$ cat config.mk
export PLATFORM = sky130hd
export DESIGN_NAME = result_uart_tx
export DESIGN_NICKNAME = d
export VERILOG_FILES = /design/src/rtl/uart_pkg.sv /design/src/rtl/word_fifo.sv /design/src/rtl/result_uart_tx.sv
export SDC_FILE = /design/constraint.sdc
export NUM_CORES = 1
export LEC_CHECK = 0
export CORE_ASPECT_RATIO = 0.5
export CORE_UTILIZATION = 59
export DETAILED_ROUTE_END_ITERATION = 6
export PLACE_DENSITY = 0.8
export SLEW_MARGIN = 20
export SYNTH_ARGS = -nofsm -noshare
export SYNTH_HDL_FRONTEND = slang
export SYNTH_SLANG_ARGS = --single-unit
$ cat constraint.sdc
create_clock -name clk -period 2.3 [get_ports clk]
set_input_delay 0.46 -clock clk [delete_from_list [all_inputs] [get_ports clk]]
set_output_delay 0.46 -clock clk [all_outputs]
set_load 0.05 [all_outputs]
$ cat src/rtl/uart_pkg.sv
// Shared types and constants for the result UART transmitter.
// Frame layout is 8N1: one start bit, eight data bits, one stop bit.
package uart_pkg;

  typedef enum logic [1:0] {
    IDLE,
    START,
    DATA,
    STOP
  } tx_state_t;

  localparam int BITS_PER_BYTE = 8;
  localparam int FRAME_BITS    = 10;

  function automatic int word_cycles(input int cpb, input int dw);
    return (dw / BITS_PER_BYTE) * FRAME_BITS * cpb;
  endfunction

endpackage

$ cat src/rtl/word_fifo.sv
// Circular word buffer between the result handshake and the serializer.
// Full/empty come from a registered occupancy count, never from pop.
module word_fifo #(
  parameter int DATA_W     = 32,
  parameter int FIFO_DEPTH = 4
) (
  input  logic                        clk,
  input  logic                        rst,
  input  logic                        push,
  input  logic                        pop,
  input  logic [DATA_W-1:0]           wr_data,
  output logic [DATA_W-1:0]           rd_data,
  output logic                        full,
  output logic                        empty,
  output logic [$clog2(FIFO_DEPTH):0] count
);

  localparam int AW = $clog2(FIFO_DEPTH);

  logic [DATA_W-1:0] mem [FIFO_DEPTH];
  logic [AW-1:0]     wr_ptr;
  logic [AW-1:0]     rd_ptr;
  logic              do_push;
  logic              do_pop;

  assign full    = count == (AW+1)'(FIFO_DEPTH);
  assign empty   = count == '0;
  assign do_push = push && !full;
  assign do_pop  = pop && !empty;
  assign rd_data = mem[rd_ptr];

  always_ff @(posedge clk) begin
    if (rst) begin
      wr_ptr <= '0;
      rd_ptr <= '0;
      count  <= '0;
    end else begin
      if (do_push) wr_ptr <= wr_ptr + 1'b1;
      if (do_pop)  rd_ptr <= rd_ptr + 1'b1;
      unique case ({do_push, do_pop})
        2'b10:   count <= count + 1'b1;
        2'b01:   count <= count - 1'b1;
        default: count <= count;
      endcase
    end
  end

  always_ff @(posedge clk) begin
    if (do_push) mem[wr_ptr] <= wr_data;
  end

endmodule

$ cat src/rtl/result_uart_tx.sv
// Buffers CPU result words and sends each as LSB-first 8N1 bytes on txd.
// The word being sent lives in a shift register, so the FIFO holds the rest.
import uart_pkg::*;

module result_uart_tx #(
  parameter int CLK_PER_BIT = 4,
  parameter int FIFO_DEPTH  = 4,
  parameter int DATA_W      = 32
) (
  input  logic              clk,
  input  logic              rst,
  input  logic              in_valid,
  output logic              in_ready,
  input  logic [DATA_W-1:0] in_data,
  output logic              txd,
  output logic              busy,
  output logic              word_done
);

  localparam int BW     = $clog2(CLK_PER_BIT);
  localparam int NBYTES = DATA_W / BITS_PER_BYTE;
  localparam int YW     = (NBYTES > 1) ? $clog2(NBYTES) : 1;
  localparam int IW     = $clog2(BITS_PER_BYTE);

  localparam logic [BW-1:0] BAUD_MAX  = BW'(CLK_PER_BIT - 1);
  localparam logic [YW-1:0] LAST_BYTE = YW'(NBYTES - 1);
  localparam logic [IW-1:0] LAST_BIT  = IW'(BITS_PER_BYTE - 1);

  tx_state_t                 state;
  logic [BW-1:0]             baud;
  logic [IW-1:0]             bit_idx;
  logic [YW-1:0]             byte_idx;
  logic [DATA_W-1:0]         shreg;
  logic [DATA_W-1:0]         head;
  logic [BITS_PER_BYTE-1:0]  cur;
  logic                      full;
  logic                      empty;
  logic                      pop;
  logic                      tick;
  logic [$clog2(FIFO_DEPTH):0] fifo_count;

  assign in_ready = !full;
  assign pop      = (state == IDLE) && !empty;
  assign tick     = baud == BAUD_MAX;
  assign cur      = shreg[BITS_PER_BYTE-1:0];

  word_fifo #(
    .DATA_W     (DATA_W),
    .FIFO_DEPTH (FIFO_DEPTH)
  ) u_fifo (
    .clk     (clk),
    .rst     (rst),
    .push    (in_valid),
    .pop     (pop),
    .wr_data (in_data),
    .rd_data (head),
    .full    (full),
    .empty   (empty),
    .count   (fifo_count)
  );

  always_ff @(posedge clk) begin
    if (rst) begin
      state     <= IDLE;
      baud      <= '0;
      bit_idx   <= '0;
      byte_idx  <= '0;
      shreg     <= '0;
      txd       <= 1'b1;
      busy      <= 1'b0;
      word_done <= 1'b0;
    end else begin
      word_done <= 1'b0;
      busy      <= (state != IDLE) || (fifo_count != '0);
      baud      <= tick ? '0 : baud + 1'b1;
      unique case (state)
        IDLE: begin
          baud <= '0;
          if (pop) begin
            shreg    <= head;
            byte_idx <= '0;
            txd      <= 1'b0;
            state    <= START;
          end
        end
        START: begin
          if (tick) begin
            bit_idx <= '0;
            txd     <= cur[0];
            state   <= DATA;
          end
        end
        DATA: begin
          if (tick) begin
            if (bit_idx == LAST_BIT) begin
              txd   <= 1'b1;
              state <= STOP;
            end else begin
              bit_idx <= bit_idx + 1'b1;
              txd     <= cur[bit_idx + 1'b1];
            end
          end
        end
        STOP: begin
          if (tick) begin
            // Next byte follows the stop bit with no idle gap.
            if (byte_idx != LAST_BYTE) begin
              shreg    <= shreg >> BITS_PER_BYTE;
              byte_idx <= byte_idx + 1'b1;
              txd      <= 1'b0;
              state    <= START;
            end else begin
              word_done <= 1'b1;
              state     <= IDLE;
            end
          end
        end
        default: state <= IDLE;
      endcase
    end
  end

endmodule

== Word level (Yosys, flattened, before mapping) ==
Memory sizes are Yosys's and may differ from the RTL's. A register that Yosys moved wholly into a read port is not among the register bits.
Index checks and enable logic that the tools add are counted.

* Register bits after elaboration: 51
* Memory bits (writable): 128
* Input bits: 35
* Output and inout bits: 4
* Word-level logic and storage cells: 91
* Memories kept: 1

{| class="wikitable"
|+ Memory list
! name !! words !! width !! rd ports !! clocked after Yosys merged registers in !! wr ports !! line !! source
|-
| u_fifo.mem || 4 || 32 || 1 || 1 || 1 || word_fifo.sv:20 || <nowiki>logic [DATA_W-1:0] mem [FIFO_DEPTH];</nowiki>
|}

* $add $sub $neg: 7
* $lt $le $gt $ge: 1
* Equality and inequality tests: 16
* Mux-type cells: 34
* Bitwise operators: 2
* Reductions and logical operators: 19

{| class="wikitable"
|+ Operator list
! kind !! count
|-
| 2-to-1 mux 32 bit || 3
|-
| one-hot mux 32 bit (2 select lines) || 1
|-
| 2-to-1 mux 2 bit || 10
|-
| inequality test 2 bit (second input constant) || 7
|-
| one-hot mux 3 bit (2 select lines) || 2
|-
| 2-to-1 mux 1 bit || 11
|-
| AND reduction 5 bit || 2
|-
| 2-to-1 mux 3 bit || 3
|-
| adder 2 x 1 -> 2 bit (second input constant) || 4
|-
| equality test 2 bit (second input constant) || 4
|-
| one-hot mux 2 bit (4 select lines) || 1
|-
| AND reduction 4 bit || 2
|-
| nonzero test 2 bit || 4
|-
| adder 3 x 1 -> 3 bit (second input constant) || 2
|-
| equality test 3 bit (second input constant) || 2
|-
| OR reduction 3 bit || 2
|-
| equality test 2 x 1 -> 1 bit (second input constant) || 2
|-
| < comparator 3 x 4 -> 1 bit (second input constant) || 1
|-
| one-hot mux 1 bit (4 select lines) || 1
|-
| one-hot mux 2 bit (2 select lines) || 1
|-
| binary-select mux 1 bit (select 3 bit) || 1
|-
| logical AND 1 bit || 3
|-
| zero test 3 bit || 1
|-
| nonzero test 3 bit || 1
|-
| 6 further kinds || 8
|}

== Longest topological paths before layout ==
Gate-level depths: netlist of run 1.

* Word-level depth: 6
* Mapped depth: 9
* Gate-level depth less buffers: 9

== By module ==
A second synthesis of run 1 with hierarchy kept.

* Cells, all modules: 444
* Area total of the unflattened synthesis: 7354.6 um^2

{| class="wikitable"
|+ Modules (own cells, without submodules)
! module !! times used !! cells an instance !! area each (um^2)
|-
| word_fifo || 1 || 221 || 5146.2
|-
| result_uart_tx || 1 || 223 || 2208.4
|}

== Least setup slack after synthesis of run 1 ==
OpenSTA, ideal clock, no wires.

* Kind: reg2reg
* From: register u_fifo.count[0]
* To: register u_fifo.count[2]
* Setup time: 0.070 ns
* Arrival time: 2.372 ns
* Data required time: 2.230 ns
* Slack: -0.142 ns
* Stages on the path, launching flop included: 9
* Buffers on the path: 0
* Cell sequence: dfxtp_1 -> or3b_1 -> and2_1 -> inv_1 -> ha_1 -> fa_1 -> xnor2_1 -> or3_1 -> a21oi_1

* Elaborated cells between the ends (all ways): 13
* Classes of those cells: add/sub (2); eq/ne (3); mux (1); reduce/logical (7)

{| class="wikitable"
|+ RTL lines
! element !! line !! source
|-
| from (decl) || word_fifo.sv:15 || <nowiki>output logic [$clog2(FIFO_DEPTH):0] count</nowiki>
|-
| from (signal assigned) || word_fifo.sv:41 || <nowiki>2'b10: count <= count + 1'b1;</nowiki>
|-
| from (signal assigned) || word_fifo.sv:42 || <nowiki>2'b01: count <= count - 1'b1;</nowiki>
|-
| from (signal assigned) || word_fifo.sv:43 || <nowiki>default: count <= count;</nowiki>
|-
| equality test 3 bit (*) || word_fifo.sv:26 || <nowiki>assign full = count == (AW+1)'(FIFO_DEPTH);</nowiki>
|-
| zero test 1 bit (*) || -- ||
|-
| named net in_ready || result_uart_tx.sv:13 || <nowiki>output logic in_ready,</nowiki>
|-
| logical AND 1 bit (*) || word_fifo.sv:28 || <nowiki>assign do_push = push && !full;</nowiki>
|-
| equality test 2 x 1 -> 1 bit or equality test 2 bit (tied branches) || word_fifo.sv:40 || <nowiki>unique case ({do_push, do_pop})</nowiki>
|-
| one-hot mux 3 bit (2 select lines) or nonzero test 2 bit (tied branches) || -- ||
|}

The timed path passes the listed nets; every way through them passes the cells marked *.
A chain may end at the register's enable or synchronous reset.

== Final worst setup path of run 1 ==
* From: register u_fifo.count[2]
* To: output port in_ready

* Word-level cells in the longest chain between the ends: 2

{| class="wikitable"
|+ RTL lines
! element !! line !! source
|-
| equality test 3 bit || word_fifo.sv:26 ||
|-
| zero test 1 bit || result_uart_tx.sv:42 || <nowiki>assign in_ready = !full;</nowiki>
|-
| to (decl) || result_uart_tx.sv:13 ||
|}

Every way passes these cells.

==> results.toml, run 1 <==
[timing]
setup_viol = 0
slew_headroom_pct = 44.8
holdWs_ns = 0.428
maxSlewViolCount = 0
clock_skew_ns = 0.00951
finalHoldViolCount = 0
rsz0062_at_grt = "no"
period_needed_ns = 2.21
worstMarginPinSlew_ns = 0.829
finalSetupTns_ns = 0
period_share_pct = 95.9
fmax_ghz = 0.453

[grt]
grt_pass1_vias = 4105
overflow = 0
grt_pass1_wl_um = 21700
antenna_found_initial = 0
grt_usage_pct = 24.3
grt_max_degree = 34

[placement]
place_hpwl_um = 8080
dp_cells = 648
port_buffers = 38
placed_area_sq_um = 7770
place_congestion = 0.805

[die]
die_w_um = 157
start_util_pct = 62.5
core_sq_um = 11300
num_io_pins = 39
die_h_um = 79.4
num_rows = 27
die_area_sq_um = 12500

[critical_path]
setup.worst_path.class = "reg2out"
crit_path_start_kind = "register"
crit_slowest_cell = "dfxtp_1"
worstRegToRegCells = 9
arrival_ns = 1.75
worstPathCellList = "or3b_4 -> dlygate4sd2_1"
required_ns = 1.84
rr_startpoint = "state[0]"
cp_max_fo = 6
cpPeakStageDelay_ns = 0.45
r2r-end = "u_fifo.count[2]"
rrSetupSlack_ns = 0.15
setup.worst_path.end_class = "primary output"

[logic_synthesis]
yosysUniqueCellTypes = 44
synth_cells = 452
synth.area.top_cells = "edfxtp_1 54%, dfxtp_1 15%, mux4_2 10%"
synth.most_common_cell = "edfxtp_1"
seq_area_frac_synth_pct = 69.3
yosysTopAreaCellShare_pct = 54.3
yosysWarnings = 0
synth_edf_count = 128
synth_flop_cell = "edfxtp_1"
syn_nets = 502
synthTopCellsByCount = "128 x edfxtp_1, 53 x dfxtp_1, 52 x a21oi_1"
synth_seq_cells = 181
synth_top_cell_by_area = "edfxtp_1"
synth_area_per_cell_sq_um = 15.7
synthArstFlopShare_pct = 0
syn_area_sq_um = 7080

[power]
p_per_area_nw_per_um2 = 1160
p_seq_share_pct = 44.2
peakVddDrop_uv = 576
power.share.clock_pct = 29.3
p_switching_uw = 3000
power.internal_uw = 6730
power.leakage_uw = 0.00281
p_total_uw = 9740
power_frac_comb_pct = 26.6
swShare_pct = 30.8

[clock_tree]
htree_levels = 4
clock_latency_ns = 0.43
cts_hold_buf = 0
cts.path.max_buffers = 2
cts_setup_buffers = 0
tritoncts = "done"
cts_root_buffer = "clkbuf_16"
clock_sinks = 181
path_clk_slew_ns = 0.07
cts_buffers = 17

[drt]
vias = 4129
routed_via_density = 6.07
drt_first_pass_iters = 5
postRouteAntennaNets = 0
drt-initial-drc-count = 463
wl_um = 13800
routedWlPerCell_um = 20.3
drc = 0

[min_path]
hold_path_end = "baud[0]"
hold_class = "reg2reg"
hold_depth = 1
worstHoldStart = "baud[0]"

[final_layout]
synthToLayoutAreaGrowth_pct = 18.2
nets = 558
final_cells = 680
design_area_sq_um = 8370
num-fill-cells = 684
antenna_cells = 0
layout-drive-gt1-share_pct = 19.0

[flow_run]
max_cap_violations = 0

[outcome]
status = "completed"
-- routing by layer --
layer / wire [um] / share of wire [%] / global-route usage (%) / vias up
met2: 6450 / 47 / 38.0 / 171
met3: 803 / 5.8 / 5.21 / 30
met1: 6150 / 45 / 33.9 / 2064
li1: - / - / - / 1862
met4: 360 / 2.6 / 9.22 / 2
met5: 23 / 0.17 / 0 / -
-- worst max-delay path, delay by kind of cell (launching register included) --
kind | cells | cell delay (ns)
buffers and inverters | 1 | 0.43
flip-flops | 1 | 0.45
AND/OR/NAND/NOR | 1 | 0.44
-- registers in the layout, summed over array words and instances (netlist names), named ones only --
signal         count
baud               2
shreg             32
busy               1
u_fifo.count       3
word_done          1
u_fifo.wr_ptr      2
u_fifo.mem       128
state              2
txd                1
u_fifo.rd_ptr      2
bit_idx            3
byte_idx           2
-- per-stage QoR --
| step | util, % | setup slack (ns) |
|---|---|---|
| after floorplan | - | 0.0953 |
| after global placement | 68.5 | -0.0645 |
| after detailed placement | 68.6 | -0.118 |
| after CTS | 73.8 | 0.0612 |
| after global routing | 73.9 | 0.0128 |
| final | 73.9 | 0.0936 |
-- final cells by class --
| type | instances | area [sq um] | area share, % |
|---|---|---|---|
| multi-input cells | 237 | 2040 | 24.4 |
| clock inverters | 15 | 163 | 1.94 |
| flip-flops and latches | 181 | 4910 | 58.7 |
| well taps | 159 | 199 | 2.38 |
| inverters | 9 | 33.8 | 0.404 |
| repair buffers | 62 | 597 | 7.13 |
| clock buffers | 17 | 425 | 5.09 |
-- cells in the final DEF, fill, tap and decap left out, types with 2 or more instances in the layout --
cell	Yosys	layout
clkinvlp_4	0	3
dfxtp_1	53	50
clkbuf_16	0	17
xor2_1	2	2
clkdlybuf4s50_1	0	37
nor3_1	3	3
clkinv_1	1	2
a21oi_1	52	52
ha_1	14	14
buf_4	0	21
o311ai_0	2	2
edfxtp_1	128	128
clkinv_8	0	2
xnor2_1	4	4
a22oi_1	14	14
inv_8	0	3
inv_6	0	4
and3_1	4	4
a22o_1	2	2
mux2_2	2	2
buf_12	0	3
nand2_1	28	28
mux4_2	32	32
nor2b_1	3	3
o21ai_1	2	2
mux2i_1	5	5
inv_1	7	7
nand3b_1	3	3
nand3_1	2	2
dfxtp_2	0	3
nor2_1	21	21
o21ai_0	26	26
-- cells by family (layout without fill, tap and decap cells) --
group / Yosys count / after routing / share of synthesized area, %
XOR/XNOR: 6 / 6 / 0.743
flip-flops: 181 / 181 / 69.3
buffers and inverters: 34 / 103 / 2.19
AO/OA/AOI/OAI: 104 / 104 / 8.77
adder cells (fa/ha/maj): 15 / 15 / 2.76
multiplexers: 39 / 39 / 11.2
AND/OR/NAND/NOR: 73 / 73 / 5.02
-- power by group through the flow --
| stage | Combinational [uW] | Sequential (uW) | Clock [uW] |
|---|---|---|---|
| global route | 2800 | 4340 | 3010 |
| floorplan | 1740 | 4330 | 0 |
| finish | 2590 | 4300 | 2850 |
| detailed placement | 2510 | 4350 | 0 |
| global placement | 2440 | 4320 | 0 |
| CTS | 2570 | 4290 | 2880 |
-- worst max-delay path by stage --
stage	end	from
2_1_floorplan	u_fifo.count[2]	u_fifo.count[0]
3_3_place_gp	u_fifo.count[2]	in_valid
3_5_place_dp	u_fifo.count[2]	in_valid
4_1_cts	u_fifo.count[2]	u_fifo.count[0]
5_1_grt	shreg[5]	state[0]
6_report	in_ready	u_fifo.count[2]
-- timing repair --
action | CTS | global route
endpoints found under the setup margin | 1 | 2
hold endpoints to repair | 0 | 0
pin swaps | 0 | 1
resized for setup | 1 | 3
No activity file was read; power rests on OpenSTA's default activity.
==> inputs of run 2 (changes only) <==
Settings changed: CORE_UTILIZATION 59 to 28, PLACE_DENSITY 0.8 to 0.44.
==> results.toml, run 2 (synthesis gave the netlist of run 1 again) <==
[min_path]
hold_class = "reg2reg"
worstHoldStart = "baud[0]"

[drt]
wl_um = 14600
routedWlPerCell_um = 17.0
drc = 0
drt-initial-drc-count = 263
routed_via_density = 4.57
vias = 3917
postRouteAntennaNets = 0
drt_first_pass_iters = 4

[timing]
worstMarginPinSlew_ns = 0.549
slew_headroom_pct = 63.3
setup_viol = 0
period_share_pct = 96.0
maxSlewViolCount = 0
finalHoldViolCount = 0
rsz0062_at_grt = "no"
period_needed_ns = 2.21
clock_skew_ns = 0.00844
fmax_ghz = 0.453
holdWs_ns = 0.431

[power]
peakVddDrop_uv = 532
p_per_area_nw_per_um2 = 1120
p_seq_share_pct = 44.1
power.share.clock_pct = 28.8
power.leakage_uw = 0.00281
p_total_uw = 9640
power_frac_comb_pct = 27.1
power.internal_uw = 6650
p_switching_uw = 2990
swShare_pct = 31.0

[final_layout]
layout_common_cells = "128 x edfxtp_1, 52 x a21oi_1, 51 x dfxtp_1, 37 x clkdlybuf4s50_1, 32 x mux4_2"
layout_commonest_cell = "edfxtp_1"
synthToLayoutAreaGrowth_pct = 21.3
fin_util_pct = 35.2
num-fill-cells = 2344
nets = 558
design_area_sq_um = 8580
largest_register = "u_fifo.mem"
largest_register_ffs = 128
layout-drive-gt1-share_pct = 18.8
antenna_cells = 0
reg_top3 = "u_fifo.mem: 128 flops, shreg: 32 flops"
seq_area_sq_um = 4910
multi_input_area_sq_um = 2020

[clock_tree]
clock_sinks = 181
tritoncts = "done"
htree_levels = 4
clock_latency_ns = 0.43
cts.path.max_buffers = 2
cts_root_buffer = "clkbuf_16"
path_clk_slew_ns = 0.07
cts_buffers = 17
cts_setup_buffers = 0
cts_hold_buf = 0

[critical_path]
crit_start = "u_fifo.count[2]"
worstPathCellList = "or3b_4 -> dlygate4sd2_1"
crit_slowest_cell = "or3b_4"
required_ns = 1.84
setup.worst_path.end_class = "primary output"
arrival_ns = 1.75
cpPeakStageDelay_ns = 0.45
crit_family = "simple AND/OR/NAND/NOR gates"
setup.worst_path.class = "reg2out"
cp_max_fo = 6
crit_path_start_kind = "register"
rr_startpoint = "u_fifo.count[2]"
path_buf_inv = 1

[die]
num_rows = 40
die_area_sq_um = 26000
start_util_pct = 29.0
core_sq_um = 24400
die_w_um = 227
num_io_pins = 39
die_h_um = 114

[flow_run]
max_cap_violations = 0

[grt]
grt_max_degree = 33
overflow = 0
grt_pass1_wl_um = 23400
grt_usage_pct = 12.2
grt_pass1_vias = 4002
antenna_found_initial = 1

[placement]
placed_area_sq_um = 8020
port_buffers = 38
place_hpwl_um = 8780
place_congestion = 0.706

[outcome]
status = "completed"
run 2: area by class of cell:
class | instances | area share (%)
clock buffers | 17 | 4.96
clock inverters | 15 | 1.63
inverters | 9 | 0.394
multi-input cells | 237 | 23.5
flip-flops and latches | 181 | 57.2
well taps | 336 | 4.90
repair buffers | 62 | 7.39
run 2: path summary, 6_finish.rpt:
| path | cells past startpoint | end | slack, ns |
|---|---|---|---|
| min | 1 | baud[0] | 0.43 |
| min reg2reg | 1 | baud[0] | 0.43 |
| max | 2 | in_ready | 0.09 |
| max reg2reg | 7 | u_fifo.count[2] | 0.16 |
run 2: routing by layer:
layer / global-route usage [%] / wire [um]
met1: 17.8 / 7550
met2: 17.3 / 6320
met3: 3.18 / 510
met4: 4.01 / 167
met5: 0 / 13
run 2: power groups by stage:
stage	Combinational, uW	Clock, uW	Sequential, uW
floorplan	1740	0	4330
global route	2900	3010	4310
global placement	2650	0	4310
detailed placement	2660	0	4320
CTS	2680	2870	4250
finish	2610	2780	4250
run 2: timing repair:
action,CTS,global route
gates resized for setup,1,1
setup endpoints to repair,1,1
pin swaps,0,0
run 2: worst register-to-register path: cells and delay by family, from the launching register on:
family                   cells  cell delay [ns]
adder cells (fa/ha/maj)      2             0.63
AO/OA/AOI/OAI                2             0.56
flip-flops                   1             0.37
AND/OR/NAND/NOR              1             0.30
XOR/XNOR                     1             0.15
buffers and inverters        1             0.08
run 2: stage by stage:
stage	setup slack [ns]	TNS, ns	instances
6_report	0.0917	0	857
5_1_grt	0.0242	0	857
4_1_cts	0.0660	0	857
3_5_place_dp	-0.108	-0.108	825
3_3_place_gp	-0.0740	-0.0740	825
2_1_floorplan	0.0953	0	452
==> inputs of run 3 (changes only) <==
Settings changed: CTS_CLUSTER_SIZE from default to 14.
==> results of run 3 <==
The final DEF is identical to that of run 2; final timing and power are the same.
